`src/rtl/arm_pkg.sv`:
```
// Shared widths, encodings and ID/EXE field-group structs for the ARM-subset core.
package arm_pkg;

    localparam int REG_IDX_W  = 4;
    localparam int WORD_W     = 32;
    localparam int EXE_CMD_W  = 4;
    localparam int SHIFT_OP_W = 12;
    localparam int IMM24_W    = 24;

    localparam logic [EXE_CMD_W-1:0] EXE_CMD_NOP = 4'b0000;

    // Control group: everything that can cause an architectural side effect.
    typedef struct packed {
        logic                 valid;
        logic                 wb_en;
        logic                 mem_r_en;
        logic                 mem_w_en;
        logic                 b;
        logic                 s;
        logic [EXE_CMD_W-1:0] exe_cmd;
        logic                 imm;
        logic                 c;
    } ctrl_t;

    // Data group: operand values, PC and immediate fields.
    typedef struct packed {
        logic [WORD_W-1:0]     pc;
        logic [WORD_W-1:0]     val_rn;
        logic [WORD_W-1:0]     val_rm;
        logic [SHIFT_OP_W-1:0] shift_operand;
        logic [IMM24_W-1:0]    signed_imm_24;
    } data_t;

    // Index group: register numbers used by write-back and forwarding.
    typedef struct packed {
        logic [REG_IDX_W-1:0] dest;
        logic [REG_IDX_W-1:0] src1;
        logic [REG_IDX_W-1:0] src2;
    } idx_t;

endpackage

```
`src/rtl/pipe_reg.sv`:
```
// Parameterised-width pipeline register: reset dominates, en=0 holds, clr zeroes on an enabled edge.
module pipe_reg #(
    parameter int W = 1
) (
    input  logic         clk,
    input  logic         rst,
    input  logic         en,
    input  logic         clr,
    input  logic [W-1:0] d,
    output logic [W-1:0] q
);

    logic [W-1:0] r_q;

    // Register the field group with rst > hold > clear > load priority.
    always_ff @(posedge clk) begin
        // NOTE: non-blocking so every stage register samples pre-edge values regardless of block order.
        if (rst) begin
            r_q <= '0;
        end else if (en) begin
            r_q <= clr ? '0 : d;
        end
    end

    assign q = r_q;

endmodule

```
`src/rtl/id_exe_reg.sv`:
```
// ID/EXE pipeline register with freeze, flush, valid tracking and saturating bubble/flush counters.
module id_exe_reg
    import arm_pkg::*;
#(
    parameter int CNT_W = 16
) (
    input  logic                  clk,
    input  logic                  rst,
    input  logic                  freeze,
    input  logic                  flush,
    input  logic                  hazard_in,
    input  logic                  wb_en_in,
    input  logic                  mem_r_en_in,
    input  logic                  mem_w_en_in,
    input  logic                  b_in,
    input  logic                  s_in,
    input  logic [EXE_CMD_W-1:0]  exe_cmd_in,
    input  logic [WORD_W-1:0]     pc_in,
    input  logic [WORD_W-1:0]     val_rn_in,
    input  logic [WORD_W-1:0]     val_rm_in,
    input  logic [REG_IDX_W-1:0]  dest_in,
    input  logic [SHIFT_OP_W-1:0] shift_operand_in,
    input  logic [IMM24_W-1:0]    signed_imm_24_in,
    input  logic                  imm_in,
    input  logic                  c_in,
    input  logic [REG_IDX_W-1:0]  src1_in,
    input  logic [REG_IDX_W-1:0]  src2_in,
    output logic                  wb_en_out,
    output logic                  mem_r_en_out,
    output logic                  mem_w_en_out,
    output logic                  b_out,
    output logic                  s_out,
    output logic [EXE_CMD_W-1:0]  exe_cmd_out,
    output logic [WORD_W-1:0]     pc_out,
    output logic [WORD_W-1:0]     val_rn_out,
    output logic [WORD_W-1:0]     val_rm_out,
    output logic [REG_IDX_W-1:0]  dest_out,
    output logic [SHIFT_OP_W-1:0] shift_operand_out,
    output logic [IMM24_W-1:0]    signed_imm_24_out,
    output logic                  imm_out,
    output logic                  c_out,
    output logic [REG_IDX_W-1:0]  src1_out,
    output logic [REG_IDX_W-1:0]  src2_out,
    output logic                  valid_out,
    output logic [CNT_W-1:0]      bubble_cnt,
    output logic [CNT_W-1:0]      flush_cnt
);

    localparam logic [CNT_W-1:0] CNT_MAX = '1;

    ctrl_t w_ctrl_d, w_ctrl_q;
    data_t w_data_d, w_data_q;
    idx_t  w_idx_d,  w_idx_q;
    logic  w_en;

    logic [CNT_W-1:0] r_bubble_cnt;
    logic [CNT_W-1:0] r_flush_cnt;

    // A frozen stage ignores flush; upstream keeps flush asserted until freeze drops.
    assign w_en = ~freeze;

    // Controls are captured as-is during a hazard; decode already zeroed them.
    assign w_ctrl_d = '{
        valid:    ~hazard_in,
        wb_en:    wb_en_in,
        mem_r_en: mem_r_en_in,
        mem_w_en: mem_w_en_in,
        b:        b_in,
        s:        s_in,
        exe_cmd:  exe_cmd_in,
        imm:      imm_in,
        c:        c_in
    };

    assign w_data_d = '{
        pc:            pc_in,
        val_rn:        val_rn_in,
        val_rm:        val_rm_in,
        shift_operand: shift_operand_in,
        signed_imm_24: signed_imm_24_in
    };

    assign w_idx_d = '{
        dest: dest_in,
        src1: src1_in,
        src2: src2_in
    };

    pipe_reg #(.W($bits(ctrl_t))) u_ctrl_reg (
        .clk (clk),
        .rst (rst),
        .en  (w_en),
        .clr (flush),
        .d   (w_ctrl_d),
        .q   (w_ctrl_q)
    );

    pipe_reg #(.W($bits(data_t))) u_data_reg (
        .clk (clk),
        .rst (rst),
        .en  (w_en),
        .clr (flush),
        .d   (w_data_d),
        .q   (w_data_q)
    );

    pipe_reg #(.W($bits(idx_t))) u_idx_reg (
        .clk (clk),
        .rst (rst),
        .en  (w_en),
        .clr (flush),
        .d   (w_idx_d),
        .q   (w_idx_q)
    );

    // Count accepted flushes and accepted decode bubbles, saturating at all-ones.
    always_ff @(posedge clk) begin
        if (rst) begin
            r_bubble_cnt <= '0;
            r_flush_cnt  <= '0;
        end else if (!freeze) begin
            if (flush) begin
                if (r_flush_cnt != CNT_MAX) begin
                    r_flush_cnt <= r_flush_cnt + CNT_W'(1);
                end
            end else if (hazard_in && (r_bubble_cnt != CNT_MAX)) begin
                r_bubble_cnt <= r_bubble_cnt + CNT_W'(1);
            end
        end
    end

    assign valid_out         = w_ctrl_q.valid;
    assign wb_en_out         = w_ctrl_q.wb_en;
    assign mem_r_en_out      = w_ctrl_q.mem_r_en;
    assign mem_w_en_out      = w_ctrl_q.mem_w_en;
    assign b_out             = w_ctrl_q.b;
    assign s_out             = w_ctrl_q.s;
    assign exe_cmd_out       = w_ctrl_q.exe_cmd;
    assign imm_out           = w_ctrl_q.imm;
    assign c_out             = w_ctrl_q.c;
    assign pc_out            = w_data_q.pc;
    assign val_rn_out        = w_data_q.val_rn;
    assign val_rm_out        = w_data_q.val_rm;
    assign shift_operand_out = w_data_q.shift_operand;
    assign signed_imm_24_out = w_data_q.signed_imm_24;
    assign dest_out          = w_idx_q.dest;
    assign src1_out          = w_idx_q.src1;
    assign src2_out          = w_idx_q.src2;
    assign bubble_cnt        = r_bubble_cnt;
    assign flush_cnt         = r_flush_cnt;

endmodule

```
`config.mk`:
```
export PLATFORM = sky130hd
export DESIGN_NAME = id_exe_reg
export DESIGN_NICKNAME = d
export VERILOG_FILES = /design/src/rtl/arm_pkg.sv /design/src/rtl/pipe_reg.sv /design/src/rtl/id_exe_reg.sv
export SDC_FILE = /design/constraint.sdc
export NUM_CORES = 1
export LEC_CHECK = 0
export BUFFER_PORTS_ARGS = -buffer_cell sky130_fd_sc_hd__clkbuf_2
export CAP_MARGIN = 20
export CORE_MARGIN = 2
export CORE_UTILIZATION = 43
export DETAILED_ROUTE_END_ITERATION = 6
export GPL_TIMING_DRIVEN = 0
export PLACE_DENSITY = 0.76
export SYNTH_ARGS = -nofsm -noshare
export SYNTH_HDL_FRONTEND = slang
export SYNTH_HIERARCHICAL = 1
export SYNTH_SLANG_ARGS = --single-unit
```
`constraint.sdc`:
```
create_clock -name clk -period 1.7 [get_ports clk]
set_input_delay 0.17 -clock clk [delete_from_list [all_inputs] [get_ports clk]]
set_output_delay 0.17 -clock clk [all_outputs]
set_load 0.1 [all_outputs]
```
==> results of run 1 <==
==> worst max-delay path by stage <==
stage / start / to / slack (ns) / depth (start not counted)
6_report: bubble_cnt[1] / bubble_cnt[14] / 0.03 / 5
5_1_grt: bubble_cnt[1] / bubble_cnt[14] / -0.04 / 5
4_1_cts: flush_cnt[1] / flush_cnt[15] / 0.03 / 4
3_5_place_dp: flush / bubble_cnt[15] / -0.41 / 6
3_3_place_gp: flush / bubble_cnt[14] / -0.36 / 6
2_1_floorplan: bubble_cnt[1] / bubble_cnt[14] / -0.11 / 5
==> per-stage QoR <==
stage               power, uW  utilization, %  setup TNS (ns)
global placement         6695           55.42          -5.355
finish                  11070           66.54               0
global route            11430           66.54        -0.04066
detailed placement       6707           55.42          -4.549
floorplan                6197               -         -0.2226
CTS                     11140           66.07               0
==> cell usage in the layout, fill, tap and decap left out, types with 3 or more instances in the layout <==
cell             n
nand2b_1       161
inv_6            4
bufinv_16        3
nand3b_1       156
buf_2           14
o31ai_1          9
nor3_1           7
nor2_1          13
nand4_1         12
a211oi_1         4
nand2_1          8
mux2i_1          3
dfxtp_4         32
a21oi_1        175
and3_1           4
nand3_1          9
mux2_2           6
or3_1            5
dlygate4sd3_1  135
dfxtp_1        156
o21ai_0          6
clkbuf_16       17
buf_6            7
clkbuf_2       348
or4_1            8
buf_4           11
clkbuf_1        46
inv_1            6
and2_1           3
nor2b_1          7
==> flip-flops by register name (all words and copies together) (netlist names) <==
register      flops
u_data_reg/q    132
bubble_cnt       16
flush_cnt        16
u_ctrl_reg/q     12
u_idx_reg/q      12
==> worst register-to-register path: stages (launching register included) <==
cell and delay [ns]:
dfxtp_4 0.39, ha_4 0.16, nand3_4 0.11, or3_4 0.40
or4_1 0.40, a21oi_1 0.13
==> logic make-up after synthesis <==
family,synth area share (%)
AO/OA/AOI/OAI,12.93
adder cells (fa/ha/maj),0.3108
buffers and inverters,4.648
flip-flops,46.76
multiplexers,1.212
AND/OR/NAND/NOR,34.14
==> layout make-up <==
| type | count | share of cell area [%] |
|---|---|---|
| Clock inverter | 14 | 1.452 |
| Tap cell | 234 | 2.376 |
| Clock buffer | 18 | 3.483 |
| Antenna cell | 1 | 0.02031 |
| Timing Repair Buffer | 490 | 25.55 |
| Buffer | 72 | 2.864 |
| Sequential cell | 188 | 31.52 |
| Multi-Input combinational cell | 623 | 32.55 |
| Inverter | 6 | 0.1828 |
==> repair_timing <==
action,4_1_cts,5_1_grt
endpoints found under the hold margin,134,1
setup endpoints to repair,3,14
hold buffers,134,1
gates resized for setup,2,6
pin swaps,1,7
setup buffers,1,7
==> report_power, final <==
group	internal (uW)	switching (uW)	total, uW
sequential	4500	85.6	4590
clock	2350	1820	4180
combinational	694	1620	2310
total	7550	3530	11100
==> metal layers <==
metal / GRT usage (%) / routed length, um
met5: 0 / 0
met1: 31.42 / 10930
met3: 7.813 / 2136
met2: 47.52 / 13930
met4: 12.26 / 1136
==> results by group, run 1 <==
Clock tree
  • TritonCTS clock tree: built
  • Total clock sinks: 188
  • Clk buf depth: 2
  • H-tree Lvls: 4
  • Clock tree root buffer cell: clkbuf_16
  • Clock Pin Slew Worst Setup and Hold Paths: 0.07 ns
  • CTS buffer count: 17
  • Worst skew pair latency: 0.42 ns

STA
  • Endpoints failing hold: 0
  • Max Freq: 598.2 MHz
  • Max_slew headroom: approximately 57%
  • Unrepaired setup endpoints after global routing: true
  • Max Slew Vio Count: 0
  • Worst clock skew: between 0.005 and 0.006 ns
  • Final worst-path cycle share: 98.33%
  • Hold Slack: 0.003554 ns
  • Final setup margin: 0.02842 ns
  • # setup viols final: 0
  • Final worst path period need: 1.672 ns
  • Worst Tran Pin Value: about 0.65 ns

GRT
  • Initial antenna violation count: 1
  • Pin count of the biggest net entering global routing: 18
  • GRT Util Overall: 27.39%
  • Total gr overflow: 0
  • First-pass GRT wire length: 43900 um
  • Vias in the first global route: 8592

Yosys
  • Post-synth ARST share: 0%
  • Synthesized flop and latch total: around 190
  • Synth top area cells: dfxtp_1 47%, nand3b_1 15%, nand2b_1 13%
  • Post-synth cell types: 38
  • Sequential area share after synthesis: between 40% and 50%
  • Top cell type's share of synthesized area: a little under half
  • Post-synth EDFFs: 0
  • Mapped Avg Cell Area: 9.054 um^2
  • Synth cell count leaders: 188 x dfxtp_1, 175 x a21oi_1, 161 x nand2b_1
  • Largest area contributor in the netlist: dfxtp_1
  • Synthesized cell area: 0.008049 mm^2
  • Synth Instances: 889
  • Count leader, synth: dfxtp_1
  • Syn Nets: between 1000 and 1500
  • Yosys warns: 6
  • Ys flop type: dfxtp_1

Route
  • DR iter-0 viols: 476
  • Vias after detailed routing: 8697
  • WL/cell: 17.09 um
  • ANT nets after route: 0
  • DRC viols: 0
  • Final wirelength: 28130 um
  • Vias/cell: 5.284
  • Drt pass-1 iters: 7

Finish
  • Layout Nets: 1560
  • Share of post-route cells with drive strength above 1: 32.88%
  • Register area: 0.003884 mm^2
  • Multi-input gate area: 0.004011 mm^2
  • Fin area: between 0.01 and 0.015 mm^2
  • Area delta synth->final: 53.09%
  • Final std cells w/o fill: 1646
  • Fillers: 1444

Floorplanning
  • Std cell rows: 50
  • Area of the core: about 0.019 mm^2
  • Io pins: 348
  • Die ar.: slightly below 0.02 mm^2
  • Die Span Y: 140.8 um
  • Die W: 140.8 um
  • Initial Util: between 40% and 50%

Placement
  • Dpl ws: -0.4091 ns
  • Detail Placement HPWL: around 19000 um
  • Port-buffer cells: approximately 350
  • DP Area: about 0.01 mm^2
  • Placed insts: roughly 1500
  • Routability-driven placement congestion ratio: 0.8671

Pwr
  • Power density over the cells: roughly 900 mW/mm^2
  • Max VDD drop: 0.6669 mV
  • Leak: 0.005047 uW

Run
  • Max Cap Viol: 0

Run status
  • Outcome: complete, no violations

Critical path
  • Slowest stage delay, CP: 0.40 ns
  • Crit Path Class: flop to flop
  • CP top delay family: simple AND/OR/NAND/NOR gates
  • R2r setup slk: approximately 0.028 ns
  • Critical-path top delay cell: or3_4
  • Worst reg-to-reg path cell count: 5
  • Critical R2R Launch: bubble_cnt[1]
  • Max FO, Critical Path: 5
  • Required @ worst endpoint: 2.05 ns
  • CP cell instances: ha_4, nand3_4, or3_4, or4_1, a21oi_1
  • Startpoint class of the critical path: flop
  • CP arrival: 2.02 ns
  • Setup crit end kind: flop
  • Crit path buffers/inverters: 0
  • Worst r2r dst: bubble_cnt[14]

Worst hold path
  • Hold Path Origin: val_rn_in[25]
  • WHS Path Cells: 3
  • Hold WC Path Type: primary input to flop
  • Hold path endpoint: u_data_reg/q[93]
Note: power is estimated with default switching activity, not from simulation.
==> run 2, diff against run 1 <==
--- a/config.mk
+++ b/config.mk
@@ -5,10 +5,12 @@
 export SDC_FILE = /design/constraint.sdc
 export NUM_CORES = 1
 export LEC_CHECK = 0
+export ABC_AREA = 1
 export BUFFER_PORTS_ARGS = -buffer_cell sky130_fd_sc_hd__clkbuf_2
 export CAP_MARGIN = 20
 export CORE_MARGIN = 2
-export CORE_UTILIZATION = 43
+export CORE_UTILIZATION = 42
+export CTS_CLUSTER_DIAMETER = 100
 export DETAILED_ROUTE_END_ITERATION = 6
 export GPL_TIMING_DRIVEN = 0
 export PLACE_DENSITY = 0.76
==> run 2 against run 1 <==
Net effect: count of clock-buffer cells in the layout shrank 1; worst hold slack gained 0.0058 ns; synthesized cell count grew 14%; critical path depth is 4 higher; die area shrank 3.5%; largest cell class is now registers; highest routed layer unchanged.
==> results by group, run 2 <==
Finish
  • Area delta synth->final: 55.50%
  • Fillers: 1388 (-3.9%)
  • Max FFs per register: 132 (unchanged)
  • Most frequent cells in the layout: 347 x clkbuf_2, 240 x nand2_1, 189 x nand3_1
  • Layout Nets: 1695 (+8.7%)
  • Share of post-route cells with drive strength above 1: 30.92% (-2.0 points)
  • Commonest non-fill, non-tap cell in the layout: clkbuf_2
  • Register area: 0.003814 mm^2 (-1.8%)
  • Fin area: 0.01179 mm^2 (-4.3%)
  • Final core occ: 66.06% (-0.48 points)
  • Multi-input gate area: 0.003213 mm^2 (-20%)

Placement
  • Detail Placement HPWL: 18500 um (-2.6%)
  • Dpl ws: -0.1060 ns (+0.3031 ns)
  • Routability-driven placement congestion ratio: 0.9075 (+4.7%)
  • Port-buffer cells: 347 (unchanged)
  • DP Area: 0.009653 mm^2 (-5.9%)

Route
  • WL/cell: 15.73 um (-7.9%)
  • Drt pass-1 iters: 5 (-2)
  • DR iter-0 viols: 620 (+30%)
  • Final wirelength: 27940 um (-0.66%)
  • Vias/cell: 5.145 (-2.6%)
  • DRC viols: 0 (unchanged)
  • ANT nets after route: 0 (unchanged)
  • Vias after detailed routing: 9138 (+5.1%)

Clock tree
  • Total clock sinks: 188 (unchanged)
  • TritonCTS clock tree: built
  • Clock Pin Slew Worst Setup and Hold Paths: 0.08 ns (about the same)
  • CTS buffer count: 17 (unchanged)
  • Worst skew pair latency: 0.42 ns (about the same)
  • H-tree Lvls: 4 (unchanged)
  • Clk buf depth: 2 (unchanged)
  • Clock tree root buffer cell: clkbuf_16

Critical path
  • Max FO, Critical Path: 9 (+4)
  • Crit Path Class: flop to flop
  • Required @ worst endpoint: 2.06 ns (about the same)
  • Startpoint class of the critical path: flop
  • Setup crit end kind: flop
  • CP arrival: 1.95 ns (-0.07 ns)

Yosys
  • Syn Nets: 1178 (+12%)
  • Largest family of logic cells by synthesized area: simple AND/OR/NAND/NOR gates
  • Simple-gate area share of the yosys netlist: 29.88% (-4.3 points)
  • Synth cell count leaders: 241 x nand2_1, 190 x nand3_1, 188 x dfxtp_1
  • Synth Instances: 1016 (+14%)
  • Post-Synth XOR/XNOR Area: 0.2311% (+0.23 points)
  • Post-synth EDFFs: 0 (unchanged)
  • Ys flop type: dfxtp_1
  • Largest area contributor in the netlist: dfxtp_1
  • Mapped Avg Cell Area: 7.460 um^2 (-18%)
  • Synth Area in Compound Gates: 11.85% (-1.1 points)
  • Count leader, synth: nand2_1
  • Synthesized cell area: 0.007580 mm^2 (-5.8%)
  • Sequential area share after synthesis: 49.65% (+2.9 points)
  • Synth Area in Adders: 0.3301% (+0.019 points)
  • Yosys warns: 6 (unchanged)
  • Multiplexer share of the synthesized area: 0% (-1.2 points)
  • Top cell type's share of synthesized area: 49.65% (+2.9 points)
  • Post-synth cell types: 25 (-34%)
  • Post-synth ARST share: 0% (unchanged)
  • Synth top area cells: dfxtp_1 50%, nand3_1 13%, nand2_1 12%
  • Synthesized flop and latch total: 188 (unchanged)

STA
  • # setup viols final: 0 (unchanged)
  • Final worst-path cycle share: 93.68% (-4.7 points)
  • Setup TNS: 0 ns (unchanged)
  • Endpoints failing hold: 0 (unchanged)
  • Max_slew headroom: 57.37% (+0.70 points)
  • Final worst path period need: 1.593 ns (-0.07908 ns)
  • Unrepaired setup endpoints after global routing: false
  • Worst Tran Pin Value: 0.6395 ns (-0.009118 ns)
  • Max Freq: 627.9 MHz (+5.0%)
  • Max Slew Vio Count: 0 (unchanged)
  • Worst clock skew: 0.007534 ns (+0.001734 ns)
  • Hold Slack: 0.009341 ns (+0.005787 ns)
  • Final setup margin: 0.1075 ns (+0.07908 ns)

GRT
  • Vias in the first global route: 8804 (+2.5%)
  • First-pass GRT wire length: 44080 um (+0.41%)
  • GRT Util Overall: 28.03% (+0.64 points)
  • Initial antenna violation count: 1 (unchanged)
  • Total gr overflow: 0 (unchanged)
  • Pin count of the biggest net entering global routing: 20 (+2)

Pwr
  • Max VDD drop: 0.6549 mV (-1.8%)
  • Leak: 0.005328 uW (+5.6%)
  • Power density over the cells: 948.2 mW/mm^2 (+5.5%)

Floorplanning
  • Die Span Y: 138.3 um (-1.8%)
  • Die ar.: 0.01914 mm^2 (-3.5%)
  • Initial Util: 42.49% (-0.98 points)
  • Io pins: 348 (unchanged)
  • Area of the core: 0.01784 mm^2 (-3.7%)
  • Die W: 138.3 um (-1.8%)
  • Std cell rows: 49 (-2.0%)

Run
  • Max Cap Viol: 0 (unchanged)

Run status
  • Outcome: complete, no violations

Worst hold path
  • Hold WC Path Type: primary input to flop
[run 2: cell families (layout without fill, tap and decap cells)]
kind of cell | count (synthesis) | count (layout)
flops | 188 | 188
buf+inv | 119 | 649
compound gates | 178 | 178
other cells | 0 | 1
simple gates | 527 | 527
fa+ha+maj | 2 | 2
xor+xnor | 2 | 2
[run 2: worst paths after layout]
| path | startpoint | endpoint | slack, ns | cells past startpoint |
|---|---|---|---|---|
| worst max register to register | bubble_cnt[0] | bubble_cnt[14] | 0.11 | 9 |
| worst max-delay path | bubble_cnt[0] | bubble_cnt[14] | 0.11 | 9 |
| worst min register to register | u_data_reg/q[22] | u_data_reg/q[22] | 0.46 | 2 |
| worst min-delay path | exe_cmd_in[3] | u_ctrl_reg/q[5] | 0.009 | 3 |
[run 2: area by class of cell]
cell class / instances / share of cell area, %
antenna: 1 / 0.02123
buffer: 71 / 3.641
clock buffer: 17 / 3.609
clock inverter: 15 / 1.709
inverter: 48 / 1.539
multi-input combinational: 709 / 27.26
sequential: 188 / 32.36
tap: 229 / 2.431
timing repair buffer: 498 / 27.43
[run 2: metrics by stage]
stage / total power (uW) / cells
6_report: 11180 / 1776
3_3_place_gp: 6749 / 1592
2_1_floorplan: 6257 / 1016
5_1_grt: 11570 / 1776
4_1_cts: 11200 / 1770
3_5_place_dp: 6761 / 1592
[run 2: critical path, cell delays in order (launching register included)]
cell	delay [ns]
dfxtp_4	0.36
ha_1	0.23
nand2_1	0.10
nor2_1	0.04
nand2_1	0.11
nor2_2	0.07
nor2_4	0.22
buf_2	0.21
a21oi_1	0.08
nor2_1	0.10
[run 2: report_power, final]
group | switching [uW] | leakage [uW] | internal (uW)
clock | 1930 | 0.000299 | 2260
combinational | 1710 | 0.00348 | 645
sequential | 88.3 | 0.00155 | 4550
total | 3720 | 0.00533 | 7450
[run 2: what timing repair did]
item                                    CTS  global route
endpoints found under the setup margin    0             7
hold buffers                            146             0
resized for setup                         0             2
setup buffers                             0             4
endpoints found under the hold margin   146             0
[run 2: per-layer routing]
layer | vias to the layer above | routed length, um | GRT usage (%)
met5 | - | 0 | 0
met4 | 0 | 1154 | 14.39
met3 | 87 | 2296 | 7.759
met2 | 446 | 13770 | 48.07
met1 | 4202 | 10720 | 32.00
li1 | 4403 | - | -
==> run 3, diff against run 2 <==
--- a/config.mk
+++ b/config.mk
@@ -13,6 +13,7 @@
 export CTS_CLUSTER_DIAMETER = 100
 export DETAILED_ROUTE_END_ITERATION = 6
 export GPL_TIMING_DRIVEN = 0
+export HOLD_SLACK_MARGIN = 0.03
 export PLACE_DENSITY = 0.76
 export SYNTH_ARGS = -nofsm -noshare
 export SYNTH_HDL_FRONTEND = slang
==> run 3 against run 2 <==
Net effect: register-to-register slack gained 0.02 ns; count of clock-buffer cells in the layout is the same; setup slack gained 0.019 ns; final area grew 0.84%; critical endpoint is now bubble_cnt[13]; largest power group unchanged.
==> results by group, run 3 (synthesized netlist as in run 2, its figures left out) <==
Clock tree
  • H-tree Lvls: 4 (unchanged)
  • TritonCTS clock tree: built
  • Clk buf depth: 2 (unchanged)
  • Clock tree root buffer cell: clkbuf_16
  • Clock Pin Slew Worst Setup and Hold Paths: 0.08 ns (about the same)
  • Worst skew pair latency: 0.42 ns (about the same)
  • CTS buffer count: 17 (unchanged)
  • Total clock sinks: 188 (unchanged)

Finish
  • Max FFs per register: 132 (unchanged)
  • Share of post-route cells with drive strength above 1: 30.69% (-0.22 points)
  • Fin area: 0.01189 mm^2 (+0.84%)
  • Final core occ: 66.62% (+0.55 points)
  • Layout Nets: 1703 (+0.47%)
  • Area delta synth->final: 56.80%
  • Commonest non-fill, non-tap cell in the layout: clkbuf_2
  • Most frequent cells in the layout: 347 x clkbuf_2, 240 x nand2_1, 189 x nand3_1

Pwr
  • Power density over the cells: 942.5 mW/mm^2 (-0.60%)
  • Leak: 0.005361 uW (+0.61%)
  • Tot Pwr: 11200 uW (+0.24%)
  • Max VDD drop: 0.6522 mV (-0.41%)

Critical path
  • R2r setup slk: 0.13 ns (+0.02 ns)
  • Startpoint class of the critical path: flop
  • Required @ worst endpoint: 2.02 ns (-0.04 ns)
  • Critical R2R Launch: bubble_cnt[0]
  • Worst reg-to-reg path cell count: 10 (+1)
  • Crit path buffers/inverters: 1 (unchanged)
  • Max FO, Critical Path: 10 (+1)
  • CP top delay family: simple AND/OR/NAND/NOR gates
  • Slowest stage delay, CP: 0.36 ns (about the same)
  • CP cell instances: ha_1, nand2_1, nor2_1, nand2_1, nor2_4, nor2_4, buf_6, nand3_1, nand2_1, nor2_1
  • Crit Path Class: flop to flop
  • Most used cell, CP: nand2_1
  • Critical-path top delay cell: dfxtp_4
  • Setup crit end kind: flop
  • Worst r2r dst: bubble_cnt[13]
  • CP arrival: 1.89 ns (-0.06 ns)

Route
  • Drt pass-1 iters: 7 (+2)
  • Vias/cell: 5.232 (+1.7%)
  • WL/cell: 16.08 um (+2.2%)
  • DRC viols: 0 (unchanged)
  • ANT nets after route: 0 (unchanged)
  • DR iter-0 viols: 596 (-3.9%)
  • Final wirelength: 28710 um (+2.8%)
  • Vias after detailed routing: 9339 (+2.2%)

STA
  • Unrepaired setup endpoints after global routing: false
  • Worst clock skew: 0.008734 ns (+0.001200 ns)
  • Final worst path period need: 1.573 ns (-0.01937 ns)
  • Max Freq: 635.7 MHz (+1.2%)
  • Endpoints failing hold: 0 (unchanged)
  • Max Slew Vio Count: 0 (unchanged)
  • Final worst-path cycle share: 92.54% (-1.1 points)
  • Max_slew headroom: 51.31% (-6.1 points)
  • # setup viols final: 0 (unchanged)
  • Worst Tran Pin Value: 0.7304 ns (+0.09091 ns)

GRT
  • GRT Util Overall: 28.69% (+0.66 points)
  • Initial antenna violation count: 2 (+1)
  • Met1 Use GR: 33.03% (+1.0 points)
  • Total gr overflow: 0 (unchanged)
  • Vias in the first global route: 8964 (+1.8%)
  • GRT met2 Usage: 47.97% (-0.10 points)
  • First-pass GRT wire length: 45040 um (+2.2%)
  • Most used routing layer: met2
  • M3 GR Usage: 7.967% (+0.21 points)
  • Pin count of the biggest net entering global routing: 20 (unchanged)

Placement
  • Routability-driven placement congestion ratio: 0.9075 (unchanged)
  • DP Area: 0.009653 mm^2 (unchanged)
  • Port-buffer cells: 347 (unchanged)
  • Detail Placement HPWL: 18500 um (unchanged)

Run status
  • Outcome: complete, no violations

Floorplanning
  • Initial Util: 42.49% (unchanged)
  • Die ar.: 0.01914 mm^2 (unchanged)
  • Die Span Y: 138.3 um (unchanged)
  • Std cell rows: 49 (unchanged)
  • Area of the core: 0.01784 mm^2 (unchanged)
  • Io pins: 348 (unchanged)
  • Die W: 138.3 um (unchanged)

Worst hold path
  • Hold path endpoint: u_idx_reg/q[11]
  • Hold Path Origin: rst
  • Hold WC Path Type: primary input to flop
  • WHS Path Cells: 2 (-1)

Run
  • Max Cap Viol: 0 (unchanged)
==> run 3: changes by cell type in the layout (fill, tap and decap cells not counted), sizes merged <==
cell / previous run / this run
dlygate4sd3: 146 / 155
buf: 52 / 50
diode: 1 / 2
nor2: 84 / 85
==> run 3: layout make-up <==
type                            count  area, um^2
Clock buffer                       17       425.4
Tap cell                          229       286.5
Clock inverter                     15       201.4
Antenna cell                        2       5.005
Timing Repair Buffer              505        3311
Buffer                             71       429.2
Fill cell                        1353        5956
Sequential cell                   188        3814
Inverter                           48       181.4
Multi-Input combinational cell    710        3232
==> run 3: routing by layer <==
| layer | wire (um) | part of all wire, % |
|---|---|---|
| met1 | 10810 | 38 |
| met3 | 2497 | 8.7 |
| met4 | 1413 | 4.9 |
| met5 | 0 | 0 |
| met2 | 13990 | 49 |
==> run 3: timing repair <==
action / 4_1_cts / 5_1_grt
hold endpoints to repair: 155 / 0
setup buffers: 0 / 3
endpoints found under the setup margin: 0 / 7
gates resized for setup: 0 / 4
hold buffers: 155 / 0
==> run 3: power by group <==
part | internal, uW | switching (uW)
Clock | 2260 | 1920
Combinational | 657 | 1720
Sequential | 4550 | 89.9
==> run 3: worst max-delay path by stage <==
stage                  start  depth (start not counted)             end
6_report       bubble_cnt[0]                         10  bubble_cnt[13]
5_1_grt        bubble_cnt[0]                          9   bubble_cnt[6]
4_1_cts        bubble_cnt[0]                         10  bubble_cnt[13]
3_5_place_dp          freeze                          9   flush_cnt[10]
3_3_place_gp          freeze                          9   flush_cnt[10]
2_1_floorplan   flush_cnt[5]                          8   flush_cnt[11]
==> run 3: per-stage QoR <==
| step | hold WS (ns) | setup TNS (ns) | setup slack, ns | instances |
|---|---|---|---|---|
| final | 0.07352 | 0 | 0.1269 | 1785 |
| after global placement | 0.4175 | -0.2924 | -0.09951 | 1592 |
| after global routing | 0.08106 | 0 | 0.003562 | 1785 |
| after detailed placement | 0.4263 | -0.4151 | -0.1060 | 1592 |
| after floorplan | 0.2341 | 0 | 0.003332 | 1016 |
| after CTS | 0.05381 | 0 | 0.06827 | 1779 |
